$ cat src/rtl/pc_next_unit.sv
// Program-counter / next-PC stage of the single-cycle MIPS datapath.
// Owns the fetch PC and picks the next PC from jr, jump, conditional branch or
// sequential flow. Also keeps saturating retired-instruction and taken-branch
// counters for lab debug.
module pc_next_unit #(
    parameter logic [31:0] RESET_PC = 32'h0000_0000,
    parameter int unsigned CNT_W    = 16
) (
    input  logic             clk_i,
    input  logic             rst_i,
    input  logic             stall_i,
    input  logic             branch_i,
    input  logic             branch_ne_i,
    input  logic             zero_i,
    input  logic             jump_i,
    input  logic             jr_i,
    input  logic [31:0]      imm_ext_i,
    input  logic [25:0]      jump_target_i,
    input  logic [31:0]      rs_data_i,
    input  logic             halt_i,
    output logic [31:0]      pc_o,
    output logic [31:0]      pc_plus4_o,
    output logic             valid_o,
    output logic             taken_o,
    output logic             misalign_o,
    output logic [CNT_W-1:0] instr_cnt_o,
    output logic [CNT_W-1:0] branch_cnt_o
);

    typedef enum logic [1:0] {
        StBoot,
        StRun,
        StHalt
    } state_e;

    state_e             state_q, state_d;
    logic [31:0]        pc_q, pc_d;
    logic               taken_q, taken_d;
    logic               misalign_q, misalign_d;
    logic [CNT_W-1:0]   instr_cnt_q, instr_cnt_d;
    logic [CNT_W-1:0]   branch_cnt_q, branch_cnt_d;

    logic [31:0]        pc_plus4;
    logic [31:0]        imm_shifted;
    logic [31:0]        branch_target;
    logic [31:0]        jump_target;
    logic [31:0]        jr_target;
    logic               branch_taken;
    logic [CNT_W-1:0]   instr_cnt_inc;
    logic [CNT_W-1:0]   branch_cnt_inc;

    // Target computation; all adds wrap silently modulo 2^32.
    always_comb begin
        pc_plus4      = pc_q + 32'd4;
        imm_shifted   = imm_ext_i << 2;
        branch_target = pc_plus4 + imm_shifted;
        jump_target   = {pc_plus4[31:28], jump_target_i, 2'b00};
        jr_target     = {rs_data_i[31:2], 2'b00};
        branch_taken  = branch_i && (branch_ne_i ? !zero_i : zero_i);
    end

    // Saturating increments: counters stick at all-ones instead of wrapping.
    always_comb begin
        instr_cnt_inc  = (instr_cnt_q == '1) ? instr_cnt_q : instr_cnt_q + CNT_W'(1);
        branch_cnt_inc = (branch_cnt_q == '1) ? branch_cnt_q : branch_cnt_q + CNT_W'(1);
    end

    // Next-state and next-PC selection.
    always_comb begin
        state_d      = state_q;
        pc_d         = pc_q;
        taken_d      = taken_q;
        misalign_d   = misalign_q;
        instr_cnt_d  = instr_cnt_q;
        branch_cnt_d = branch_cnt_q;

        unique case (state_q)
            StBoot: begin
                // Single dead cycle at RESET_PC; control inputs are ignored.
                state_d = StRun;
            end
            StRun: begin
                if (!stall_i) begin
                    instr_cnt_d = instr_cnt_inc;
                    taken_d     = 1'b0;
                    misalign_d  = 1'b0;
                    if (halt_i) begin
                        // Halt beats any redirect; the halt itself retires.
                        state_d = StHalt;
                    end else if (jr_i) begin
                        pc_d       = jr_target;
                        taken_d    = 1'b1;
                        misalign_d = |rs_data_i[1:0];
                    end else if (jump_i) begin
                        pc_d    = jump_target;
                        taken_d = 1'b1;
                    end else if (branch_taken) begin
                        pc_d         = branch_target;
                        taken_d      = 1'b1;
                        branch_cnt_d = branch_cnt_inc;
                    end else begin
                        pc_d = pc_plus4;
                    end
                end
            end
            StHalt: begin
                // Frozen until reset.
                taken_d = 1'b0;
            end
            default: begin
                state_d = StBoot;
            end
        endcase
    end

    // State registers with synchronous reset that overrides every other input.
    always_ff @(posedge clk_i) begin
        if (rst_i) begin
            state_q      <= StBoot;
            pc_q         <= RESET_PC;
            taken_q      <= 1'b0;
            misalign_q   <= 1'b0;
            instr_cnt_q  <= '0;
            branch_cnt_q <= '0;
        end else begin
            state_q      <= state_d;
            pc_q         <= pc_d;
            taken_q      <= taken_d;
            misalign_q   <= misalign_d;
            instr_cnt_q  <= instr_cnt_d;
            branch_cnt_q <= branch_cnt_d;
        end
    end

    // Output drive.
    always_comb begin
        pc_o         = pc_q;
        pc_plus4_o   = pc_plus4;
        valid_o      = (state_q == StRun);
        taken_o      = taken_q;
        misalign_o   = misalign_q;
        instr_cnt_o  = instr_cnt_q;
        branch_cnt_o = branch_cnt_q;
    end

endmodule

$ cat config.mk
export PLATFORM = sky130hd
export DESIGN_NAME = pc_next_unit
export DESIGN_NICKNAME = d
export VERILOG_FILES = /design/src/rtl/pc_next_unit.sv
export SDC_FILE = /design/constraint.sdc
export NUM_CORES = 1
export LEC_CHECK = 0
export BUFFER_PORTS_ARGS = -buffer_cell sky130_fd_sc_hd__buf_2
export CAP_MARGIN = 5
export CORE_MARGIN = 4
export CORE_UTILIZATION = 35
export DETAILED_ROUTE_END_ITERATION = 10
export MAX_ROUTING_LAYER = met4
export PLACE_DENSITY = 0.69
export SLEW_MARGIN = 25
export SYNTH_ARGS = -nofsm -noshare
export SYNTH_HDL_FRONTEND = slang
export SYNTH_SLANG_ARGS = --single-unit
$ cat constraint.sdc
create_clock -name clk_i -period 3.2 [get_ports clk_i]
set_input_delay 0.64 -clock clk_i [delete_from_list [all_inputs] [get_ports clk_i]]
set_output_delay 0.64 -clock clk_i [all_outputs]
set_load 0.03 [all_outputs]
==> results of run 1 <==
-- power groups by stage --
stage | Sequential, W | Combinational, W | Clock (W)
6_report | 0.000856 | 0.000810 | 0.000982
5_1_grt | 0.000859 | 0.000873 | 0.00104
4_1_cts | 0.000856 | 0.000788 | 0.00101
3_5_place_dp | 0.000874 | 0.000769 | 0
3_3_place_gp | 0.000873 | 0.000765 | 0
2_1_floorplan | 0.000929 | 0.000415 | 0
-- through the flow --
step                TNS, ps  instances  setup WS (ps)
floorplan             -21.1        752          -15.5
global placement       -384       1212           -100
detailed placement     -415       1212           -131
CTS                   -6.97       1233          -6.97
global route           -993       1242           -183
finish                -62.8       1242          -62.8
-- state kept, by name, indices dropped and copies added, names as in the netlist --
register and flops:
state_q 2, misalign_o 1, branch_cnt_o 16, taken_o 1, instr_cnt_o 16, pc_o 30
-- final timing paths --
check | start | cells past startpoint | end
setup / recovery | pc_o[2] | 15 | pc_o[31]
hold / removal | misalign_o | 2 | misalign_o
setup reg to reg | pc_o[2] | 15 | pc_o[31]
hold reg to reg | misalign_o | 2 | misalign_o
-- metal layers --
layer	global-route usage, %	vias up	share of wire [%]
li1	-	3298	-
met1	32.1	3199	44
met2	39.3	270	46
met3	5.48	30	7.7
met4	5.26	0	1.6
met5	-	-	0
-- kinds of logic (layout without fill, tap and decap cells) --
family	after synthesis	after routing
AO/OA/AOI/OAI	228	228
buffers and inverters	52	329
XOR/XNOR	74	74
multiplexers	5	5
AND/OR/NAND/NOR	284	284
other	1	6
flip-flops	66	66
adder cells (fa/ha/maj)	39	39
-- cell type report --
cell class              count  area, um2  share of cell area, %
clock inverters             7       58.8                  0.688
repair buffers            295       1760                   20.6
multi-input cells         634       4780                   55.9
clock buffers               9        225                   2.64
diodes                      2       5.00                 0.0586
well taps                 211        264                   3.09
flip-flops and latches     66       1390                   16.2
inverters                  18       67.6                  0.791
-- cells in the mapped netlist (all sizes together) (4+ instances only) --
library cell	number	share of area (%)
inv	18	1.2
nand3	30	2.7
o22ai	7	0.78
and2	9	1.0
a311oi	4	0.63
nor2b	4	0.45
a31o	4	0.63
nand2	79	5.3
xor2	40	6.3
ha	38	8.5
o21a	8	1.1
a21o	11	1.5
and3	14	1.6
dfxtp	66	24
or3	6	0.67
nor2	79	5.5
buf	4	0.54
and4	10	1.7
nor3	12	1.1
a21oi	69	6.2
a31oi	11	1.2
or2	4	0.49
xnor2	34	5.5
a211oi	11	1.5
nand4	16	2.1
nand2b	6	0.67
clkbuf	30	2.0
o211ai	10	1.3
a221oi	9	1.4
o21ai	53	4.7
nor4	5	0.67
-- worst min-delay path: stages (launching register included) --
cell     delay [ps]
dfxtp_1         310
nand2_1          50
a21oi_1          50
-- what timing repair did --
action                     CTS  global route
pin swaps                   20            26
setup buffers                5             7
setup endpoints to repair    9            14
gates resized for setup     19            24
==> run metrics, run 1 <==
status=finished with violations; failing checks=negative setup slack; VDD IR max=0.000436 V; XOR/XNOR share of the synthesized area=11.7%; CTS Buffer Depth=2; die area=18,100 um2; Synth Area in Adders=8.86%; Clk pwr share=37.1%; mux share of post-synthesis cell area=0.939%; routed length per placed instance=18.0 um; H-tree Lvls=3; Leak=3.90 nW; number of hold violations in the final report=0; unrepaired setup endpoints after global routing=yes; most frequent cells in the layout=buf_2, buf_4, nand2_1; Least-Margin Pin Slew=697 ps; fin crit period=3260 ps; synth warn=0; Util after Layout=55.4%; WP data arrival=3530 ps; Die Y=134 um; worst endpoint required time=3470 ps; Max stage delay cell, worst path=or4_1; Fillers=1,482; FF+latch count, synth=66; Yosys cell types=70; clock sink total=66; post-route cell area=8550 um2; most common cell after layout, fill and taps aside=buf_2; placed inst area=7960 um2; Core Rows=45; CP Max Fanout=5; Int Power=0.00171 W; max_slew headroom=53.5%; post-synthesis sequential area ratio=23.6%; clk root buf=clkbuf_16; most frequent CP cell=ha_4; final period utilization=102%; Final GP Congestion=0.923; drt via density=5.47; Post-Syn Instances=749; mean post-synth cell area=7.47 um2; aggregate global routing overflow=0; antenna violations before repair=2; initial DRC count=432; max_cap viols=0; clock latency on the worst-skew pair=350 ps; clk slew on worst S/H paths=60 ps; Max Clk Rate=0.306 GHz; GRT Total Usage=24.6%; CTS hold repair buffers=0; total power=0.00265 W; Fin Hold WS=461 ps; switching fraction of total power=35.4%; largest family of logic cells by synthesized area=compound AO/OA/AOI/OAI gates; Main synth FF type=dfxtp_1; Compound-Gate Fraction of Synth Area=25.8%; I/O pins=198; initial core utilization=36.3%; Synth Area in Simple Gates=25.2%; family with the most delay on the worst path=simple AND/OR/NAND/NOR gates; asr flop ratio synth=0%; core area=15,400 um2; max incr delay on CP=410 ps; first-pass detailed-route iteration total=6; number of global-route vias before repair=6,575; Setup Skew=12.6 ps; CTS tree=yes; Routed Antenna Nets=0; TritonCTS Buffers=9; P&R area growth vs syn=52.8%; Final WS setup=-62.8 ps; PortBufs=191; Critical path buffers and inverters=1; Final Max Tran Viols=0; Seq pwr share=32.3%; pin count of the biggest net entering global routing=55; pwr/cell area=310 nW/um2; Residual DRC=0; hold crit path type=reg2reg; Via Count=6,797; die width=134 um; Detail Placement HPWL=17,400 um; sw power=0.000938 W; crit end category=register; Setup Crit Path Kind=reg2reg; final net count=1,162; Post-synth EDFFs=0; critical-path cell list=ha_4 -> and4_4 -> and3_4 -> nand2_2 -> xnor2_4 -> ha_4 -> buf_4 -> nand2_1 -> o21ai_0 -> a21oi_1 -> o21a_1 -> a31o_2 -> a211oi_2 -> or4_1 -> a31oi_1; Setup Viol. Count Final=1; startpoint type of the worst setup path=register; FF-to-FF setup slack=-60 ps; Comb pwr share=30.6%; first-pass GRT wire length=34,700 um; DRT Wirelength=22,300 um; layout cells sized above 1=41.6%; synthesized area=5590 um2
Power figures use the tool's default switching activity.
==> run 2, diff against run 1 <==
- ABC_AREA: default -> 1
- CORE_UTILIZATION: 35 -> 48
- PLACE_DENSITY: 0.69 -> 0.85
==> run metrics, run 2 <==
final net count=1,499 (was 1,162); TritonCTS Buffers=9 (unchanged); clk root buf=clkbuf_16 (unchanged); post-route cell area=8510 um2 (was 8550 um2); total power=0.00255 W (was 0.00265 W); hold crit path type=reg2reg (unchanged); Least-Margin Pin Slew=786 ps (was 697 ps); H-tree Lvls=3 (unchanged); aggregate global routing overflow=0 (unchanged); first-pass GRT wire length=36,500 um (was 34,700 um); Main synth FF type=dfxtp_1 (unchanged); most frequent cells in the layout=nand2_1, buf_2, inv_1 (was buf_2, buf_4, nand2_1); number of hold violations in the final report=0 (unchanged); worst endpoint required time=3460 ps (was 3470 ps); routed length per placed instance=15.2 um (was 18.0 um); PortBufs=191 (unchanged); asr flop ratio synth=0% (unchanged); pwr/cell area=299 nW/um2 (was 310 nW/um2); Post-synth EDFFs=0 (unchanged); FF/Latch Area=1340 um2 (was 1390 um2); VDD IR max=0.000347 V (was 0.000436 V); GRT Total Usage=29.4% (was 24.6%); CTS Buffer Depth=2 (unchanged); pin count of the biggest net entering global routing=41 (was 55); clock latency on the worst-skew pair=330 ps (was 350 ps); crit end category=register (unchanged); Via Count=8,229 (was 6,797); P&R area growth vs syn=29.3% (was 52.8%); Residual DRC=0 (unchanged); initial DRC count=801 (was 432); max FFs per register=30 (unchanged); Setup Skew=6.78 ps (was 12.6 ps); CTS tree=yes (unchanged); synthesized area=6580 um2 (was 5590 um2); die width=125 um (was 134 um); clock sink total=66 (unchanged); CP Max Fanout=4 (was 5); Final GP Congestion=1.03 (was 0.923); max_cap viols=0 (unchanged); initial core utilization=49.3% (was 36.3%); Leak=4.40 nW (was 3.90 nW); first-pass detailed-route iteration total=8 (was 6); largest cells by area after synthesis=nand2_1, dfxtp_1, inv_1, nor2_1, a21oi_1 (was dfxtp_1, ha_1, xor2_1, a21oi_1, nand2_1); max_slew headroom=47.5% (was 53.5%); number of global-route vias before repair=7,537 (was 6,575); crit path launch=pc_o[2] (unchanged); area of the multi-input gates=4800 um2 (was 4780 um2); placed inst area=8030 um2 (was 7960 um2); drt via density=5.33 (was 5.47); Int Power=0.00171 W (about the same); DRT Wirelength=23,500 um (was 22,300 um); status=finished, final reports clean (was finished with violations); post-synthesis sequential area ratio=20.1% (was 23.6%); clk slew on worst S/H paths=50 ps (was 60 ps); Setup Slack @ Placement=54.1 ps (was -131 ps); Clk pwr share=38.4% (was 37.1%); Core Rows=42 (was 45); Setup Viol. Count Final=0 (was 1); synth warn=0 (unchanged); Comb pwr share=27.5% (was 30.6%); Fillers=1,263 (was 1,482); antenna violations before repair=1 (was 2); Max Clk Rate=0.331 GHz (was 0.306 GHz); fin crit period=3020 ps (was 3260 ps); die area=15,700 um2 (was 18,100 um2); startpoint type of the worst setup path=register (unchanged); HP Start=instr_cnt_o[4] (was misalign_o); Final WS setup=176 ps (was -62.8 ps); Die Y=125 um (was 134 um); WP data arrival=3280 ps (was 3530 ps); layout cells sized above 1=24.2% (was 41.6%); most common cell after layout, fill and taps aside=nand2_1 (was buf_2); FF+latch count, synth=66 (unchanged); Setup Crit Path Kind=reg2reg (unchanged); Final Max Tran Viols=0 (unchanged); area leader, netlist=nand2_1 (was dfxtp_1); sw power=0.000838 W (was 0.000938 W); FF-to-FF setup slack=180 ps (was -60 ps); RR Startpoint=pc_o[2] (unchanged); mean post-synth cell area=5.77 um2 (was 7.47 um2); post-synth top area share=20.4% (was 23.6%); Routed Antenna Nets=0 (unchanged); I/O pins=198 (unchanged); switching fraction of total power=32.9% (was 35.4%); final period utilization=94.5% (was 102%); core area=13,300 um2 (was 15,400 um2); Seq pwr share=34.2% (was 32.3%); CTS hold repair buffers=0 (unchanged); Detail Placement HPWL=19,000 um (was 17,400 um); Synth top cells by count=nand2_1, inv_1, nor2_1 (was nand2_1, nor2_1, a21oi_1); most frequent cell after synthesis=nand2_1 (unchanged); Post-Syn Instances=1,140 (was 749); Yosys cell types=44 (was 70)
-- run 2: worst paths after layout --
| check | to | cells past startpoint |
|---|---|---|
| setup / recovery | pc_o[16] | 19 |
| hold / removal | instr_cnt_o[4] | 2 |
| setup reg to reg | pc_o[16] | 19 |
| hold reg to reg | instr_cnt_o[4] | 2 |
-- run 2: worst max-delay path, stage by stage (launching register included) --
cell and delay (ps):
dfxtp_2 360, ha_1 200, nand2_2 90, nor2_4 130
nand2_1 160, buf_4 180, xnor2_2 140, ha_1 380
nand2_2 110, nor2_2 160, nand3_1 90, nand3_1 120
buf_4 150, nand2_1 50, nand2_1 70, xor2_1 140
nand2_1 60, nand2_1 150, nand2_1 70, a21oi_1 120
-- run 2: repair_timing --
| action | in CTS | in global routing |
|---|---|---|
| resized for setup | 0 | 49 |
| setup endpoints to repair | 0 | 19 |
| buffers inserted | 0 | 3 |
-- run 2: cell families (layout without fill, tap and decap cells) --
| family | Yosys count | after routing | share of synthesized area (%) |
|---|---|---|---|
| AO/OA/AOI/OAI | 164 | 164 | 14.0 |
| XOR/XNOR | 41 | 41 | 5.46 |
| adder cells (fa/ha/maj) | 39 | 39 | 7.53 |
| buffers and inverters | 180 | 403 | 10.9 |
| flip-flops | 66 | 66 | 20.1 |
| other | 1 | 5 | 0.0570 |
| AND/OR/NAND/NOR | 649 | 649 | 42.0 |
-- run 2: cell type report --
cell class                 count  area share (%)
multi-input combinational    897            56.4
timing repair buffer         235            15.1
sequential                    66            15.7
inverter                     152            6.70
antenna                        1          0.0294
clock buffer                  11            2.85
tap                          176            2.59
clock inverter                 5           0.632
-- run 2: per-layer routing --
layer / wire [um] / global-route usage (%) / vias to the layer above / share of wire (%)
met5: 0 / - / - / 0
met4: 1130 / 13.4 / 0 / 4.8
met3: 2350 / 6.40 / 84 / 10
met2: 10600 / 46.6 / 423 / 45
met1: 9450 / 35.9 / 3631 / 40
li1: - / - / 4091 / -
-- run 2: metrics by stage --
stage	setup TNS, ps	hold WS [ps]	instances	utilization, %
6_report	0	465	1543	63.8
5_1_grt	-56.7	497	1543	63.8
4_1_cts	0	469	1539	62.4
3_5_place_dp	0	456	1523	60.2
3_3_place_gp	0	449	1523	60.2
2_1_floorplan	-12.5	490	1143	-
-- run 2: power by group through the flow --
stage	clock network, W	registers, W	logic, W
2_1_floorplan	0	0.000924	0.000389
6_report	0.000977	0.000870	0.000700
3_3_place_gp	0	0.000885	0.000657
3_5_place_dp	0	0.000886	0.000665
4_1_cts	0.000988	0.000869	0.000669
5_1_grt	0.00103	0.000873	0.000765
